==> src/rtl/llsc_monitor.sv <==
// llsc_monitor: per-channel load-linked/store-conditional reservation tracker.
module llsc_monitor #(
    parameter int NUM_CH   = 2,
    parameter int ADDR_W   = 32,
    parameter int GRAN_LSB = 2,
    parameter int TIMEOUT  = 255
) (
    input  logic                       clk,
    input  logic                       rst,
    input  logic [NUM_CH-1:0]          flush,
    input  logic [NUM_CH-1:0]          ll_we,
    input  logic [NUM_CH*ADDR_W-1:0]   ll_addr,
    input  logic [NUM_CH-1:0]          sc_req,
    input  logic [NUM_CH*ADDR_W-1:0]   sc_addr,
    input  logic [NUM_CH-1:0]          st_we,
    input  logic [NUM_CH*ADDR_W-1:0]   st_addr,
    input  logic                       ext_inv,
    input  logic [ADDR_W-1:0]          ext_inv_addr,
    output logic [NUM_CH-1:0]          sc_ok,
    output logic [NUM_CH-1:0]          LLbit_o
);
    localparam int CW = (TIMEOUT == 0) ? 1 : $clog2(TIMEOUT + 1);

    logic [NUM_CH-1:0] valid, raw, win, kill;
    logic [ADDR_W-1:0] resv [NUM_CH];
    logic [CW-1:0]     cnt  [NUM_CH];

    // Granule compare: differences below GRAN_LSB are shifted out.
    function automatic logic match(input logic [ADDR_W-1:0] a, input logic [ADDR_W-1:0] b);
        return ((a ^ b) >> GRAN_LSB) == '0;
    endfunction

    always_comb begin
        raw  = '0;
        win  = '0;
        kill = '0;
        for (int i = 0; i < NUM_CH; i++)
            raw[i] = !rst && sc_req[i] && valid[i] && !flush[i] && match(sc_addr[i*ADDR_W +: ADDR_W], resv[i]);
        for (int i = 0; i < NUM_CH; i++) begin
            win[i] = raw[i];
            for (int j = 0; j < i; j++)
                if (raw[j] && match(sc_addr[j*ADDR_W +: ADDR_W], sc_addr[i*ADDR_W +: ADDR_W])) win[i] = 1'b0;
        end
        for (int i = 0; i < NUM_CH; i++) begin
            kill[i] = valid[i] && ext_inv && match(ext_inv_addr, resv[i]);
            for (int j = 0; j < NUM_CH; j++)
                if (valid[i] && j != i &&
                    ((st_we[j] && match(st_addr[j*ADDR_W +: ADDR_W], resv[i])) ||
                     (win[j] && match(sc_addr[j*ADDR_W +: ADDR_W], resv[i]))))
                    kill[i] = 1'b1;
        end
    end

    always_ff @(posedge clk) begin
        if (rst) begin
            valid <= '0;
            for (int i = 0; i < NUM_CH; i++) begin
                resv[i] <= '0;
                cnt[i]  <= '0;
            end
        end else begin
            for (int i = 0; i < NUM_CH; i++) begin
                if (flush[i]) begin
                    valid[i] <= 1'b0;
                end else if (ll_we[i]) begin
                    valid[i] <= 1'b1;
                    resv[i]  <= ll_addr[i*ADDR_W +: ADDR_W];
                    cnt[i]   <= CW'(TIMEOUT);
                end else if (sc_req[i] || kill[i]) begin
                    valid[i] <= 1'b0;
                end else if (TIMEOUT != 0 && valid[i]) begin
                    cnt[i] <= cnt[i] - 1'b1;
                    if (cnt[i] == CW'(1)) valid[i] <= 1'b0;
                end
            end
        end
    end

    assign sc_ok   = win;
    assign LLbit_o = valid;
endmodule

==> config.mk <==
export PLATFORM = sky130hd
export DESIGN_NAME = llsc_monitor
export DESIGN_NICKNAME = d
export VERILOG_FILES = /design/src/rtl/llsc_monitor.sv
export SDC_FILE = /design/constraint.sdc
export NUM_CORES = 1
export LEC_CHECK = 0
export CAP_MARGIN = 15
export CORE_MARGIN = 10
export CORE_UTILIZATION = 46
export DETAILED_ROUTE_END_ITERATION = 8
export PLACE_DENSITY = 0.83
export REMOVE_ABC_BUFFERS = 1
export SLEW_MARGIN = 20
export SYNTH_ARGS = -nofsm -noshare
export SYNTH_HDL_FRONTEND = slang
export SYNTH_SLANG_ARGS = --single-unit
==> constraint.sdc <==
create_clock -name clk -period 3.4 [get_ports clk]
set_clock_uncertainty 0.05 [all_clocks]
set_input_delay 0.51 -clock clk [delete_from_list [all_inputs] [get_ports clk]]
set_output_delay 0.51 -clock clk [all_outputs]
set_load 0.005 [all_outputs]
## Word level (Yosys, flattened, before mapping)

Memory sizes are Yosys's and may differ from the RTL's.
Cells that the tools add are included.

- Memories kept: 2
- Input port bits: 235
- Word-level logic and storage cells: 99
- Bits in latches: 0
- Memory bits (writable): 80
- Register bits: 2
- Memory bits (read-only): 0

- $add $sub $neg: 2
- Bitwise operators: 15
- Div/mod/pow operators: 0
- Shifts and indexed selects: 0
- Equality and inequality tests: 2
- Reduce and logical (&&, ||, !) cells: 37
- Multipliers: 0
- Magnitude comparators: 0
- Mux-type cells: 39

Memory list:

| memory | depth | bits a word | rd ports | clocked after Yosys merged registers in | write ports | RTL line | RTL |
|---|---|---|---|---|---|---|---|
| resv | 2 | 32 | 2 | 0 | 2 | 25 | `logic [ADDR_W-1:0] resv [NUM_CH];` |
| cnt | 2 | 8 | 2 | 0 | 2 | 26 | `logic [CW-1:0] cnt [NUM_CH];` |

Operator list:

| operator | count |
|---|---|
| zero test 32 bit | 9 |
| bitwise XOR 32 bit | 9 |
| 2-to-1 mux 32 bit | 2 |
| 2-to-1 mux 1 bit | 33 |
| 2-to-1 mux 8 bit | 4 |
| logical AND 1 bit | 19 |
| == test 8 x 1 -> 1 bit, second input constant | 2 |
| subtractor 8 x 1 -> 8 bit, second input constant | 2 |
| OR 1 bit | 6 |
| logical OR 1 bit | 4 |
| OR reduction 2 bit | 2 |
| zero test 1 bit | 3 |

## Logic depth before layout (Yosys ltp)

- Depth after elaboration: 18
- Gate-level depth with buffers: 10

## Least setup slack after synthesis

Ideal clock, no wire load.

- Path kind: input-to-reg
- From: input sc_addr[59]
- To: memory cnt[0][0] in the netlist's numbering (enable)
- Arrival time: 2.180 ns
- Library setup time: 0.330 ns
- Cell stages on the path: 7
- Setup slack: 0.840 ns
- Buffers on the path: 0
- Cell sequence: xor2_1 > nor4_1 > nand3_1 > nor4_4 > a2111oi_4 > nor4b_4 > or2_1

RTL lines:

| item | RTL line | RTL |
|---|---|---|
| start: declaration | 14 | `input logic [NUM_CH*ADDR_W-1:0] sc_addr,` |
| end: declaration | 26 |  |

## Worst setup path after layout

- From: input sc_addr[59]
- To: output sc_ok[1]

- Longest elaborated chain between the ends: 4
- Elaborated cells on any way between the ends: 7

RTL lines:

| item | RTL line | RTL |
|---|---|---|
| bitwise XOR 32 bit (on tied branches) | n/a |  |
| zero test 32 bit (on tied branches) | n/a |  |
| logical AND 1 bit (on tied branches) | 38, 42 |  |
| 2-to-1 mux 1 bit * | 42 | `if (raw[j] && match(sc_addr[j*ADDR_W +: ADDR_W], sc_addr[i*ADDR_W +: ADDR_W])) win[i] = 1'b0;` |
| end: declaration | 19 | `output logic [NUM_CH-1:0] sc_ok,` |

Mark *: on every way between the ends. The rest lies on a longest branch, timed or not.

==> impl_metrics.py <==
metrics = {
    "final_layout": {
        "utilization_pct": 68.94,
        "num-nets-final": 1070,
        "n_fill_cell": 1018,
        "drive_gt1_share_pct": 5.144,
        "antenna_cells": 0,
        "syn2layout_area_growth_pct": 45.19,
    },
    "pwr": {
        "powerDensity_nw_per_um2": 354.1,
        "combPwrFrac_pct": 28.6,
        "p_total_uw": 3258,
        "sw_frac_of_total_pct": 30.43,
        "p_clk_share_pct": 30.1,
        "p_int_uw": 2266,
        "power.leakage_uw": 0.003148,
        "p_sw_uw": 991.3,
        "irDropWorstVdd_mv": 0.2538,
        "p_seq_share_pct": 41.3,
    },
    "detailed_routing": {
        "first_pass_iters": 4,
        "wl_mm": 26.23,
        "vias_per_cell": 5.474,
        "num_vias": 5540,
        "routedWlPerCell_um": 25.92,
        "drcViolationCount": 0,
        "drtIter0Drc": 398,
        "drtAntennaViolNets": 0,
    },
    "critical_path": {
        "path_cells": "clkdlybuf4s50_1 > xor2_1 > nor4_1 > nand3_1 > nor4_4 > a211oi_2 > clkdlybuf4s50_1",
        "critical_path_arrival_ns": 2.83,
        "worstSetupEndpointType": "output port",
        "critPathKind": "in -> out",
        "cpPeakStageDelay_ns": 0.53,
        "crit_fanout": 3,
        "worst-path-buf-inv": 2,
        "crit_required_ns": 2.84,
        "cp_common_cell": "clkdlybuf4s50_1",
        "cp_top_family": "buffers and inverters",
        "crit_path_start_kind": "primary input",
        "slowest_stage": "clkdlybuf4s50_1",
    },
    "floorplan": {
        "die_area_um2": 18870,
        "core-area_um2": 13350,
        "die_h_um": 137.4,
        "rows": 42,
        "start_util_pct": 47.48,
        "die_x_um": 137.4,
        "io_pins": 239,
    },
    "global_routing": {
        "grt_antenna_before_repair": 0,
        "grt_pass1_wl_mm": 38.03,
        "grt_max_degree": 41,
        "grt.total_usage_pct": 27.94,
        "grt_pass1_vias": 6156,
        "grt_remaining_overflow": 0,
    },
    "clock_tree": {
        "cts-root-buf": "clkbuf_16",
        "numCtsBuffers": 9,
        "cts_num_sinks": 78,
        "clkTransAtPathRegs_ns": 0.06,
        "post_cts_buffers": 0,
        "h-tree-depth": 3,
        "cts_tree": "done",
        "ctsLongestPathBuffers": 2,
        "clkLatencyLatePin_ns": 0.36,
    },
    "synthesis": {
        "synth_top_cell_by_area": "edfxtp_1",
        "synth_area_leaders": "edfxtp_1 (36%), xnor2_1 (24%), xor2_1 (15%)",
        "avgSynthCellArea_um2": 10.60,
        "yosysWarnings": 0,
        "synthCells": 598,
        "synth.top_cell.area_share_pct": 36.01,
        "yosysSeqAreaShare_pct": 36.64,
        "synth.distinct_cells": 37,
        "syn_area_um2": 6337,
        "synth_seq_cells": 78,
    },
    "timing": {
        "max_freq_ghz": 0.2951,
        "slew_headroom_pct": 50.82,
        "final.setup.worst_slack_ns": 0.01146,
        "final.setup.tns_ns": 0,
        "rsz0062_at_grt": "no",
        "setup_viol_count_final": 0,
        "period_minus_slack_ns": 3.389,
        "fin_hold_ws_ns": 0.6404,
        "hold_viol_final": 0,
        "slew_viol_final": 0,
        "tightest_slew_ns": 0.7333,
        "finalCritPeriodShare_pct": 99.66,
    },
    "placed_design": {
        "port_buffers": 224,
        "gp_congestion": 0.9819,
        "post-place-ws_ns": 0.01547,
        "place_hpwl_mm": 22.64,
    },
    "outcome": {
        "status": "finished clean",
    },
    "worst_hold_path": {
        "hold_class": "reg -> reg",
    },
    "run": {
        "cap_violations": 0,
    },
}
## layout by cell type, fill, tap and decap left out, types with 2 or more instances in the layout
cell | Yosys | routed
and2_1 | 60 | 60
buf_4 | 0 | 16
clkbuf_1 | 16 | 3
clkbuf_16 | 0 | 9
clkdlybuf4s50_1 | 0 | 224
clkinv_2 | 0 | 2
dfxtp_1 | 2 | 2
edfxtp_1 | 76 | 76
ha_1 | 4 | 4
inv_1 | 7 | 7
mux2i_1 | 8 | 8
nand2_1 | 4 | 4
nand2b_1 | 6 | 6
nand3_1 | 4 | 4
nand4_1 | 50 | 50
nor2_1 | 7 | 7
nor3_1 | 5 | 5
nor4_1 | 37 | 33
nor4_2 | 0 | 4
nor4b_1 | 2 | 2
o22a_1 | 8 | 8
xnor2_1 | 176 | 174
xnor2_2 | 0 | 2
xor2_1 | 106 | 106
## cell usage after synthesis, drive strengths merged
cell type / instances
a21o: 1
xnor2: 176
or4: 1
a211oi: 2
clkbuf: 16
or2: 1
nor2: 7
and3: 1
nand2b: 6
nand4: 50
nor4b: 3
nand4b: 1
o2111ai: 1
dfxtp: 2
xor2: 106
a21oi: 1
o22a: 8
ha: 4
nand2: 4
inv: 8
and2: 60
edfxtp: 76
o21a: 1
nand3: 4
nor3: 5
a2111oi: 1
o211ai: 1
o22ai: 1
mux2i: 8
or3b: 1
buf: 3
nor4: 38
## area by class of cell
cell class	count	area (um2)	area share (%)
tap	176	220.2	2.393
clock inverter	4	48.80	0.5303
sequential	78	2322	25.24
inverter	8	30.03	0.3264
multi-input combinational	493	3961	43.05
timing repair buffer	241	2382	25.89
clock buffer	12	236.5	2.570
## power by group through the flow
stage / Combinational (uW) / Sequential [uW] / Clock (uW)
final: 932 / 1350 / 980
after floorplan: 451 / 1280 / 0
after CTS: 923 / 1340 / 973
after global routing: 996 / 1350 / 1010
after global placement: 901 / 1360 / 0
after detailed placement: 917 / 1360 / 0
## stage by stage
step                cells  instance area, um2
finish               1012                9201
global route         1012                9201
CTS                  1012                9156
detailed placement    996                8871
global placement      996                8871
floorplan             579                6257
## logic make-up (layout without fill, tap and decap cells)
logic type / after synthesis / in the layout / share of synthesized area [%]
xor+xnor: 282 / 282 / 38.97
simple gates: 182 / 182 / 18.05
flops: 78 / 78 / 36.64
buf+inv: 27 / 265 / 1.737
compound gates: 17 / 17 / 2.547
mux: 8 / 8 / 1.264
fa+ha+maj: 4 / 4 / 0.7898
## layer usage
layer,part of all wire [%],track usage [%],up-vias
met4,2.5,9.251,0
met2,49,46.98,264
met3,9.7,9.650,37
met1,39,32.59,2672
met5,0,0,-
li1,-,-,2567
## flip-flops by register name (all words and copies together), names as in the netlist
name	flops
resv	60
cnt	16
LLbit_o	2
## worst register-to-register path: stages (launching register included)
cell	delay (ns)
edfxtp_1	0.57
xnor2_2	0.29
nand4_1	0.18
nor4_1	0.30
nand4_1	0.20
inv_2	0.16
a2111oi_4	0.10
nor4b_4	0.30
buf_4	0.30
mux2i_1	0.25
## final timing paths
| path | start | endpoint | slack (ns) | cells past startpoint |
|---|---|---|---|---|
| setup / recovery | sc_addr[59] | sc_ok[1] | 0.01 | 7 |
| hold / removal | cnt[0][5]$_SDFFCE_PN0P_ | cnt[0][5]$_SDFFCE_PN0P_ | 0.64 | 2 |
| setup reg to reg | resv[0][5]$_SDFFCE_PN0P_ | cnt[0][3]$_SDFFCE_PN0P_ | 0.52 | 9 |
| hold reg to reg | cnt[0][5]$_SDFFCE_PN0P_ | cnt[0][5]$_SDFFCE_PN0P_ | 0.64 | 2 |
## timing repair
| action | in CTS | in global routing |
|---|---|---|
| hold buffers | 0 | 0 |
| endpoints found under the setup margin | 0 | 1 |
| gates resized for setup | 0 | 7 |
Power figures use the tool's default switching activity.
